==> config.mk <==
export PLATFORM = sky130hd
export DESIGN_NAME = burst_detect_nch
export DESIGN_NICKNAME = d
export VERILOG_FILES = /design/src/rtl/burst_detect_nch_pkg.sv /design/src/rtl/burst_detect_stats.sv /design/src/rtl/burst_detect_nch.sv
export SDC_FILE = /design/constraint.sdc
export NUM_CORES = 1
export LEC_CHECK = 0
export CORE_MARGIN = 10
export CORE_UTILIZATION = 55
export CTS_CLUSTER_SIZE = 16
export DETAILED_ROUTE_END_ITERATION = 10
export PLACE_DENSITY_LB_ADDON = 0.15
export SLEW_MARGIN = 0
export SYNTH_ARGS = -nofsm -noshare
export SYNTH_HDL_FRONTEND = slang
export SYNTH_HIERARCHICAL = 1
export SYNTH_SLANG_ARGS = --single-unit
==> constraint.sdc <==
create_clock -name clk -period 9.7 [get_ports clk]
set_input_delay 1.94 -clock clk [delete_from_list [all_inputs] [get_ports clk]]
set_output_delay 1.94 -clock clk [all_outputs]
set_load 0.01 [all_outputs]
==> src/rtl/burst_detect_nch_pkg.sv <==
// Shared definitions for the burst detector: FSM state type, burst length
// encoding and the default no-cross boundary.
package burst_detect_nch_pkg;

    // IDLE: no burst under construction; OPEN: base address and length valid
    typedef enum logic {
        IDLE = 1'b0,
        OPEN = 1'b1
    } state_t;

    // Burst length travels as beats-1, so a stored len of 0 means one beat
    localparam int LEN_BEATS_OFFSET = 1;

    // Bursts never cross a 4 KiB boundary unless overridden
    localparam int BOUNDARY_LOG_DEFAULT = 12;

endpackage

==> src/rtl/burst_detect_stats.sv <==
// Saturating statistics counters for emitted bursts and the beats they carry.
// Only instantiated when BURST_DETECT_STATS_EN is defined.
module burst_detect_stats
    import burst_detect_nch_pkg::*;
#(
    parameter int BurstLenWidth = 8
) (
    input  logic                     clk,
    input  logic                     rst,
    input  logic                     i_push,
    input  logic [BurstLenWidth-1:0] i_len,
    output logic [31:0]              o_statBursts,
    output logic [31:0]              o_statBeats
);

    logic [31:0] r_bursts;
    logic [31:0] r_beats;
    logic [32:0] w_beatsSum;

    // One extra bit on the sum exposes overflow so the beat counter can clamp
    always_comb begin
        w_beatsSum = {1'b0, r_beats} + 33'(i_len) + 33'(LEN_BEATS_OFFSET);
    end

    // Count each push and its beats, sticking at all-ones instead of wrapping
    always_ff @(posedge clk) begin
        if (rst) begin
            r_bursts <= '0;
            r_beats  <= '0;
        end else if (i_push) begin
            if (r_bursts != '1) begin
                r_bursts <= r_bursts + 32'd1;
            end
            if (w_beatsSum[32]) begin
                r_beats <= '1;
            end else begin
                r_beats <= w_beatsSum[31:0];
            end
        end
    end

    assign o_statBursts = r_bursts;
    assign o_statBeats  = r_beats;

endmodule

==> src/rtl/burst_detect_nch.sv <==
// Burst detector: merges a stream of beat addresses into {len, base} bursts
// and fans the burst length out to NumLenOut length FIFOs.
// Optional macro BURST_DETECT_STATS_EN adds stat_bursts / stat_beats outputs.
module burst_detect_nch
    import burst_detect_nch_pkg::*;
#(
    parameter int AddrWidth         = 64,
    parameter int DataWidthBytesLog = 6,
    parameter int WaitTimeWidth     = 4,
    parameter int BurstLenWidth     = 8,
    parameter int NumLenOut         = 2,
    parameter int BoundaryLog       = BOUNDARY_LOG_DEFAULT
) (
    input  logic                                clk,
    input  logic                                rst,
    input  logic [WaitTimeWidth-1:0]            max_wait_time,
    input  logic [BurstLenWidth-1:0]            max_burst_len,
    input  logic                                flush,
    input  logic [AddrWidth-1:0]                addr_dout,
    input  logic                                addr_empty_n,
    output logic                                addr_read,
    output logic [BurstLenWidth+AddrWidth-1:0]  addr_din,
    input  logic                                addr_full_n,
    output logic                                addr_write,
    output logic [NumLenOut*BurstLenWidth-1:0]  len_din,
    input  logic [NumLenOut-1:0]                len_full_n,
    output logic [NumLenOut-1:0]                len_write,
    output logic                                busy
`ifdef BURST_DETECT_STATS_EN
    ,
    output logic [31:0]                         stat_bursts,
    output logic [31:0]                         stat_beats
`endif
);

    localparam int BeatWidth = AddrWidth - DataWidthBytesLog;

    state_t                   r_state;
    logic [AddrWidth-1:0]     r_baseAddr;
    logic [BurstLenWidth-1:0] r_len;
    logic [WaitTimeWidth-1:0] r_wait;
    logic [AddrWidth-1:0]     r_inQ;
    logic                     r_inV;

    state_t                   w_nextState;
    logic [AddrWidth-1:0]     w_nextBase;
    logic [BurstLenWidth-1:0] w_nextLen;
    logic [WaitTimeWidth-1:0] w_nextWait;
    logic                     w_push;
    logic                     w_outReady;
    logic [BeatWidth-1:0]     w_nextBeat;
    logic                     w_merge;

    // A push must land in the address FIFO and every length FIFO at once
    assign w_outReady = addr_full_n & (&len_full_n);

    // Pop whenever data is waiting and the output side can absorb progress
    assign addr_read = w_outReady & addr_empty_n & ~rst;

    // Input register: captures the popped address; only advances when output is ready
    always_ff @(posedge clk) begin
        if (rst) begin
            r_inV <= 1'b0;
            r_inQ <= '0;
        end else if (w_outReady) begin
            r_inV <= addr_empty_n;
            if (addr_empty_n) begin
                r_inQ <= addr_dout;
            end
        end
    end

    // Beat that would extend the open burst, wrapping across the address space
    assign w_nextBeat = r_baseAddr[AddrWidth-1:DataWidthBytesLog]
                      + BeatWidth'(r_len) + BeatWidth'(1);

    // Merge only contiguous beats that do not start a new boundary window and fit the length cap
    assign w_merge = (r_inQ[AddrWidth-1:DataWidthBytesLog] == w_nextBeat)
                   && (r_inQ[BoundaryLog-1:0] != '0)
                   && (r_len < max_burst_len);

    // Next-state and push decision; everything holds while the output is stalled
    always_comb begin
        w_nextState = r_state;
        w_nextBase  = r_baseAddr;
        w_nextLen   = r_len;
        w_nextWait  = r_wait;
        w_push      = 1'b0;
        if (w_outReady) begin
            unique case (r_state)
                IDLE: begin
                    if (r_inV) begin
                        w_nextBase  = r_inQ;
                        w_nextLen   = '0;
                        w_nextWait  = '0;
                        w_nextState = OPEN;
                    end
                end
                OPEN: begin
                    if (flush) begin
                        w_push     = 1'b1;
                        w_nextWait = '0;
                        if (r_inV) begin
                            w_nextBase  = r_inQ;
                            w_nextLen   = '0;
                            w_nextState = OPEN;
                        end else begin
                            w_nextState = IDLE;
                        end
                    end else if (r_inV) begin
                        w_nextWait = '0;
                        if (w_merge) begin
                            w_nextLen = r_len + 1'b1;
                        end else begin
                            w_push     = 1'b1;
                            w_nextBase = r_inQ;
                            w_nextLen  = '0;
                        end
                    end else if (r_wait < max_wait_time) begin
                        w_nextWait = r_wait + 1'b1;
                    end else begin
                        w_push      = 1'b1;
                        w_nextWait  = '0;
                        w_nextState = IDLE;
                    end
                end
                default: begin
                    w_nextState = IDLE;
                end
            endcase
        end
    end

    // Burst state register; reset drops any burst under construction
    always_ff @(posedge clk) begin
        if (rst) begin
            r_state    <= IDLE;
            r_baseAddr <= '0;
            r_len      <= '0;
            r_wait     <= '0;
        end else begin
            r_state    <= w_nextState;
            r_baseAddr <= w_nextBase;
            r_len      <= w_nextLen;
            r_wait     <= w_nextWait;
        end
    end

    assign addr_write = w_push & ~rst;
    assign len_write  = {NumLenOut{w_push & ~rst}};
    assign addr_din   = {r_len, r_baseAddr};
    assign len_din    = {NumLenOut{r_len}};
    assign busy       = r_inV | (r_state == OPEN);

`ifdef BURST_DETECT_STATS_EN
    burst_detect_stats #(
        .BurstLenWidth (BurstLenWidth)
    ) u_stats (
        .clk          (clk),
        .rst          (rst),
        .i_push       (addr_write),
        .i_len        (r_len),
        .o_statBursts (stat_bursts),
        .o_statBeats  (stat_beats)
    );
`endif

endmodule

==> Word level (Yosys, flattened, before mapping) <==
Cells that the tools add are included.
{ "classes": {"multipliers": 0, "eq_ne": 4, "div_mod_pow": 0, "n_bitwise": 7, "n_reduce_logical": 8, "n_shift": 0, "magnitude_cmp": 2, "addsub": 4, "muxes": 26} }
{ "ops": {"columns": ["op", "count"], "rows": [
  ["$mux 64", 4],
  ["$pmux 64 s2", 1],
  ["$add 58x1->58 const B", 1],
  ["$add 58x8->58", 1],
  ["$eq 58x58->1", 1],
  ["$mux 8", 4],
  ["$mux 4", 4],
  ["$pmux 8 s2", 1],
  ["$reduce_bool 12->1", 1],
  ["$mux 1", 10],
  ["$add 8x1->8 const B", 1],
  ["$lt 8x8->1", 1],
  ["$pmux 4 s2", 1],
  ["$reduce_and 2->1", 4],
  ["$add 4x1->4 const B", 1],
  ["$and 1x1->1", 4],
  ["$lt 4x4->1", 1],
  ["$ne 3x2->1 const B", 1],
  ["$ne 3x3->1 const B", 1],
  ["$reduce_and 3->1", 1],
  ["$logic_and 1x1->1", 2],
  ["$ne 2x2->1 const B", 1],
  ["$not 1->1", 2],
  ["$pmux 1 s2", 1],
  ["$or 1x1->1", 1]
]} }
{ "totals": {"mem_bits_ro": 0, "output_inout_bits": 93, "latchBits": 0, "mem_count": 0, "in_bits": 83, "reg_bits": 142, "ram_bits": 0, "elab_cells": 57} }

==> Depth between registers and ports, before layout <==
Gate-level depths: netlist of run 1.
{ "logic_depth": {"word_depth": 11, "mapped_depth": 16, "ltp_nobuf": 14} }

==> Worst setup path after synthesis of run 1 <==
Ideal clock, no wire load.
{ "synth_path": {"path_type": "input-to-output", "start": "input max_burst_len[2]", "end": "output len_write[0]", "path_buffers": 1, "required_ps": 7760, "stages": 12, "setup_slack_ps": 3617, "arrival_ps": 4143, "path_cell_list": "inv_1 -> ha_1 -> nand2_1 -> o21ai_0 -> nor3b_1 -> a311oi_1 -> nand4b_1 -> nor4_1 -> nand4_1 -> nor4_1 -> a2111oi_0 -> buf_4"} }
{ "synth_via": {"elab_chain_cells": 8} }
{ "synth_rtl": {"columns": ["element", "line_no", "rtl"], "rows": [
  ["start, declared", "burst_detect_nch.sv:17", "input logic [BurstLenWidth-1:0] max_burst_len,"],
  ["$lt 8x8->1", "burst_detect_nch.sv:80", "&& (r_len < max_burst_len);"],
  ["$logic_and 1x1->1", "burst_detect_nch.sv:80", null],
  ["$mux 1", "burst_detect_nch.sv:112", "if (w_merge) begin"],
  ["$mux 1", "burst_detect_nch.sv:110", "end else if (r_inV) begin"],
  ["$mux 1", "burst_detect_nch.sv:100", "if (flush) begin"],
  ["$mux 1", "burst_detect_nch.sv:90", "unique case (r_state)"],
  ["$mux 1", "burst_detect_nch.sv:89", "if (w_outReady) begin"],
  ["$and 1x1->1", null, null],
  ["end, declared", "burst_detect_nch.sv:27", "output logic [NumLenOut-1:0] len_write,"]
]} }
Every way passes these cells.

==> Worst setup path after layout of run 1 <==
{ "layout_path": {"start": "input max_burst_len[7]", "end": "output addr_write"} }
{ "layout_via": {"elab_chain_cells": 8} }
{ "layout_rtl": {"columns": ["element", "line_no", "rtl"], "rows": [
  ["$lt 8x8->1", "burst_detect_nch.sv:80", null],
  ["$logic_and 1x1->1", "burst_detect_nch.sv:80", null],
  ["$mux 1", "burst_detect_nch.sv:112", null],
  ["$mux 1", "burst_detect_nch.sv:110", null],
  ["$mux 1", "burst_detect_nch.sv:100", null],
  ["$mux 1", "burst_detect_nch.sv:90", null],
  ["$mux 1", "burst_detect_nch.sv:89", null],
  ["$and 1x1->1", "burst_detect_nch.sv:149", "assign addr_write = w_push & ~rst;"],
  ["end, declared", "burst_detect_nch.sv:24", "output logic addr_write,"]
]} }
Every way passes these cells.

==> flow_summary.ini, run 1 <==
[global_route]
antenna_found_initial = 0
use_met3_pct = 8.23
gr-total-overflow = 0
grt_max_degree = 91
grt_util_met2_pct = 38.6
use_met1_pct = 31.6
grt.busiest_layer = met2
grt_pass1_wl_um = 40600
grt_pass1_vias = 7726
track_usage_pct = 24.5

[clocking]
cts_tree = yes
cts_num_sinks = 142
numCtsBuffers = 17
clk_pin_slew_ns = 0.06
clk-insertion-delay-late_ns = 0.43
cts-root-buf = clkbuf_16
ctsHoldBuffers = 0
clk_path_buf_depth = 2
cts-resized-gates = 0
htreeDepth = 4
post_cts_buffers = 0

[routing]
ant_nets = 0
first_pass_iters = 5
vias_per_cell = 6.03
vias = 8340
avgRoutedWirePerCell_um = 18.6
remaining_drc_errors = 0
totalWireLength_um = 25700
drtIter0Drc = 818

[timing]
slew_headroom_pct = 37.5
fin_skew_ns = 0.00717
finalCritPeriodShare_pct = 78.3
fin_ws_ns = 2.10
tightest_slew_ns = 0.937
finalSetupViolCount = 0
grt_setup_unrepaired = false
maxSlewViolCount = 0
setup_tns_ns = 0
final.min_clock_period_ns = 7.60
fmax_ghz = 0.132
finalHoldViolCount = 0

[floorplanning]
die_area_um2 = 20400
row_count = 44
start_util_pct = 56.6
die_h_um = 143
num_io_pins = 176
coreArea_um2 = 14600
die_x_um = 143

[layout]
final_nets = 1289
drive_gt1_share_pct = 5.26
syn_to_final_growth_pct = 26.9
num_antenna_cells = 0

[synthesis]
ys_seq_area_share_pct = 34.3
syn-instance-count = 1070
async_flop_share_pct = 0
synth-seq-cells = 142
syn_area_per_cell_um2 = 7.75
syn_area_um2 = 8290
synth.distinct_cells = 68
synth-edff-count = 0
yosysWarnings = 6
syn_nets = 1174
synthFlopType = dfxtp_1

[worst_setup_path]
path_class = in2out
arrival_ns = 5.66
cpLargestDelayFamily = simple AND/OR/NAND/NOR gates
cp-start-kind = input pin
cpPeakStageDelay_ns = 0.54
worstPathRequired_ns = 7.76
path_max_fanout = 3
crit_buf_inv = 3
cpMaxStageDelayCell = clkdlybuf4s50_1
end_kind = output pin
crit_chain = clkdlybuf4s50_1 -> inv_1 -> ha_1 -> a21o_1 -> a211oi_1 -> nand4_1 -> a2111oi_0 -> nand4b_1 -> nor4_1 -> nand4_1 -> nor4_1 -> a2111oi_0 -> clkdlybuf4s50_1

[placement]
gp_routability_congestion = 0.975
hpwl_um = 18100
dpl_worst_slack_ns = 2.13
numPortBuffers = 175

[hold_path]
hp-class = reg2reg

[power]
power_density_nw_per_um2 = 127
irDropWorstVdd_mv = 0.119
cellLeakagePower_uw = 0.00355

[job]
drv_cap = 0

[outcome]
status = completed
[metrics by stage]
stage          total power, uW  instance area, um2  hold WS [ns]  utilization [%]  std cells
2_1_floorplan              646                8290         0.449                -       1070
3_3_place_gp               691                9940         0.463             67.8       1350
3_5_place_dp               692                9940         0.465             67.8       1350
4_1_cts                   1340               10500         0.475             71.8       1382
5_1_grt                   1370               10500         0.502             71.8       1382
6_report                  1330               10500         0.474             71.8       1382
[sequential cells by signal (all words and copies together) (netlist names)]
signal and cells:
r_baseAddr 64, r_inQ 64, r_len 8, r_wait 4, r_inV 1, r_state 1
[cells in the final DEF (no fill, tap or decap), types with 3 or more instances in the layout]
master / instances
a2111oi_0: 3
a211oi_1: 7
a21o_1: 7
a21oi_1: 152
a31oi_1: 5
and3_1: 10
and4_1: 3
buf_4: 10
clkbuf_16: 17
clkdlybuf4s50_1: 174
clkinv_4: 3
clkinvlp_4: 3
dfxtp_1: 142
ha_1: 20
inv_1: 20
mux2i_1: 4
nand2_1: 162
nand2b_1: 12
nand3_1: 23
nand3b_1: 65
nand4_1: 30
nand4b_1: 4
nor2_1: 29
nor2b_1: 3
nor3_1: 15
nor3b_1: 5
nor4_1: 20
nor4b_1: 5
o21a_1: 3
o21ai_0: 59
o21ai_1: 25
o22ai_1: 4
or2_2: 6
or3_1: 9
or4_1: 3
or4_4: 3
xnor2_1: 52
xor2_1: 33
[power by group]
| group | switching, uW | internal (uW) | leakage [uW] | total (uW) |
|---|---|---|---|---|
| clock network | 265 | 387 | 0.000277 | 651 |
| logic | 38.6 | 46.0 | 0.00213 | 84.6 |
| registers | 6.56 | 589 | 0.00115 | 596 |
[logic make-up (layout without fill, tap and decap cells)]
kind of cell	count (synthesis)	after routing	synth area share (%)
simple gates	420	420	27.3
compound gates	289	289	19.6
flops	142	142	34.3
buf+inv	108	236	5.90
xor+xnor	85	85	8.98
fa+ha+maj	21	21	3.26
mux	5	5	0.619
[area by class of cell]
type / count / area (um2)
multi-input cells: 820 / 4970
clock inverters: 12 / 136
repair buffers: 184 / 1820
fillers: 1237 / 4130
flip-flops and latches: 142 / 2840
inverters: 20 / 75.1
well taps: 184 / 230
clock buffers: 20 / 447
[worst reg2reg max path, stage by stage, from the launching register on]
cell and delay, ns:
dfxtp_1 0.47, inv_1 0.11, ha_1 0.22, inv_1 0.07, fa_1 0.20, a211oi_1 0.10
o31a_1 0.41, a21oi_1 0.62, nand4_1 0.21, xnor2_1 0.25, nand4_1 0.12, or4_4 0.57
nor4_4 0.29, buf_4 0.54, nand3b_1 0.22, a21oi_1 0.08
[path summary, 6_finish.rpt]
kind	from	end	slack, ns	cells after the start
worst max register to register	r_len[0]	r_baseAddr[1]	5.07	15
worst min-delay path	r_inQ[1]	r_inQ[1]	0.47	2
worst max-delay path	max_burst_len[7]	addr_write	2.10	13
worst min register to register	r_inQ[1]	r_inQ[1]	0.47	2
[Yosys cell counts (all sizes together), types with 2 or more instances]
library cell  count  area [um2]
a2111oi           5        68.8
a211oi            7        52.6
a21o              7        52.6
a21oi           153         769
a22oi             2        15.0
a31oi             5        31.3
a41oi             2        17.5
and2              3        18.8
and3             10        62.6
and4              3        26.3
buf              34         206
clkbuf           54         208
dfxtp           142        2840
ha               20         250
inv              20        75.1
mux2i             4        40.0
nand2           164         616
nand2b           12        75.1
nand3            23         115
nand3b           65         488
nand4            31         200
nand4b            4        35.0
nor2             30         113
nor2b             3        18.8
nor3             15        75.1
nor3b             5        37.5
nor4             22         159
nor4b             5        43.8
o211ai            2        15.0
o21a              3        22.5
o21ai            84         420
o22ai             4        25.0
o41ai             2        17.5
or2               8        50.1
or3               9        56.3
or4               6        56.3
xnor2            52         455
xor2             33         289
[routing by layer]
layer  wire length, um  share of wire (%)  vias up
li1                  -                  -     4024
met1             10800                 42     3906
met2             11900                 46      367
met3              2620                 10       43
met4               350                1.4        0
met5                 0                  0        -
(Power assumes the default switching activity.)
==> run 2, diff against run 1 <==
--- a/config.mk
+++ b/config.mk
@@ -6,7 +6,7 @@
 export NUM_CORES = 1
 export LEC_CHECK = 0
 export CORE_MARGIN = 10
-export CORE_UTILIZATION = 55
+export CORE_UTILIZATION = 52
 export CTS_CLUSTER_SIZE = 16
 export DETAILED_ROUTE_END_ITERATION = 10
 export PLACE_DENSITY_LB_ADDON = 0.15
==> constraint.sdc (replaced) <==
create_clock -name clk -period 7.12 [get_ports clk]
set_input_delay 1.424 -clock clk [delete_from_list [all_inputs] [get_ports clk]]
set_output_delay 1.424 -clock clk [all_outputs]
set_load 0.01 [all_outputs]
==> run 2 against run 1 <==
Against the previous run:
- register-to-register slack worse by 2.6 ns
- flip-flop and latch count stayed put
- via count is 0.72% lower
- worst hold slack worse by 0.00089 ns
- non-clock buffer count is 1 lower
- utilization is 4.7 points lower
- sequential share of layout area is 0.15 points lower
- clock-buffer cell count is 2 higher
- largest cell class unchanged
- worst setup slack worse by 1.5 ns
- final cell count is 2.2% higher
- routed wire length is 0.64% lower
==> flow_summary.ini, run 2 (synthesized netlist as in run 1, its figures left out) <==
[worst_setup_path]
worstPathRequired_ns = 5.70
path_class = in2out
cpPeakStageDelay_ns = 0.58
cpMaxStageDelayCell = nor4_1
cp-start-kind = input pin
arrival_ns = 5.14
path_max_fanout = 3
end_kind = output pin
crit_chain = clkdlybuf4s50_1 -> inv_1 -> ha_1 -> a21o_1 -> a211oi_1 -> nand4_1 -> a2111oi_0 -> nand4b_1 -> nor4_1 -> nand4_1 -> nor4_1 -> a2111oi_0 -> clkdlybuf4s50_1

[timing]
finalHoldViolCount = 0
tightest_slew_ns = 1.16
finalSetupViolCount = 0
slew_headroom_pct = 22.6
maxSlewViolCount = 0
fin_skew_ns = 0.00988
finalCritPeriodShare_pct = 92.1
fmax_ghz = 0.152
setup_tns_ns = 0
grt_setup_unrepaired = false
final.min_clock_period_ns = 6.56

[clocking]
ctsHoldBuffers = 0
clk-insertion-delay-late_ns = 0.42
clk_pin_slew_ns = 0.06
numCtsBuffers = 17
post_cts_buffers = 0
htreeDepth = 4
cts-root-buf = clkbuf_16
cts-resized-gates = 0
cts_num_sinks = 142
cts_tree = yes
clk_path_buf_depth = 2

[layout]
final_cell_mix = 174 x clkdlybuf4s50_1, 162 x nand2_1, 152 x a21oi_1
num_antenna_cells = 0
seqCellArea_um2 = 2840
top_regs = r_baseAddr x64, r_inQ x64, r_len x8
final_nets = 1288
fillers = 1423
multi_input_area_um2 = 4970
drive_gt1_share_pct = 5.18
layout_commonest_cell = clkdlybuf4s50_1
syn_to_final_growth_pct = 27.6

[routing]
first_pass_iters = 5
drtIter0Drc = 682
vias_per_cell = 5.86
vias = 8280
remaining_drc_errors = 0
totalWireLength_um = 25500
ant_nets = 0
avgRoutedWirePerCell_um = 18.0

[placement]
gp_routability_congestion = 0.934
hpwl_um = 18000
numPortBuffers = 175

[global_route]
grt_pass1_wl_um = 40800
antenna_found_initial = 0
gr-total-overflow = 0
grt_max_degree = 89
grt_pass1_vias = 7692
track_usage_pct = 22.9

[job]
drv_cap = 0

[power]
switchingPower_uw = 396
p_seq_share_pct = 44.2
p_int_uw = 1440
irDropWorstVdd_mv = 0.155
switching_share_pct = 21.5
p_clk_share_pct = 49.6
cellLeakagePower_uw = 0.00356
p_comb_share_pct = 6.2
finalPower_uw = 1840
power_density_nw_per_um2 = 174

[floorplanning]
num_io_pins = 176
die_h_um = 146
row_count = 46
die_x_um = 146
start_util_pct = 52.6
coreArea_um2 = 15800
die_area_um2 = 21400

[outcome]
status = completed

[hold_path]
hp-class = reg2reg
[run 2: area by class of cell]
type | instances | area share, %
Clock buffer | 22 | 4.48
Tap cell | 216 | 2.55
Timing Repair Buffer | 183 | 17.1
Multi-Input combinational cell | 820 | 47.0
Clock inverter | 10 | 1.29
Sequential cell | 142 | 26.9
Inverter | 20 | 0.710
[run 2: path summary, 6_finish.rpt]
path / from / to / slack [ns] / cells past startpoint
max reg2reg: r_len[0] / r_baseAddr[28] / 2.46 / 15
min reg2reg: r_baseAddr[3] / r_baseAddr[3] / 0.47 / 2
min: r_baseAddr[3] / r_baseAddr[3] / 0.47 / 2
max: max_burst_len[7] / len_write[0] / 0.56 / 13
[run 2: layer usage]
layer	GRT usage [%]	part of all wire, %	up-vias
met2	36.0	46	298
li1	-	-	4042
met3	6.12	7.6	26
met5	0	0	-
met1	30.3	45	3914
met4	5.91	1.4	0
[run 2: metrics by stage]
step	instance area, um2	setup WS [ns]	cells	hold WS [ns]	util, %
5_1_grt	10600	0.353	1413	0.497	67.1
2_1_floorplan	8290	1.94	1070	0.449	-
3_3_place_gp	9970	0.654	1381	0.462	63.2
4_1_cts	10600	0.599	1413	0.476	67.1
6_report	10600	0.560	1413	0.473	67.1
3_5_place_dp	9970	0.603	1381	0.468	63.2
[run 2: power by group through the flow]
stage | Combinational, uW | Clock [uW] | Sequential [uW]
after floorplan | 53.8 | 0 | 826
after global placement | 112 | 0 | 829
after detailed placement | 113 | 0 | 829
after CTS | 114 | 923 | 812
after global routing | 124 | 966 | 812
final | 113 | 912 | 812
[run 2: critical path: cells and delay by family]
family / cells / cell delay (ns)
buffers and inverters: 3 / 1.04
and+or+nand+nor: 5 / 1.48
adders and majority gates: 1 / 0.29
AOI/OAI and AO/OA: 4 / 0.90
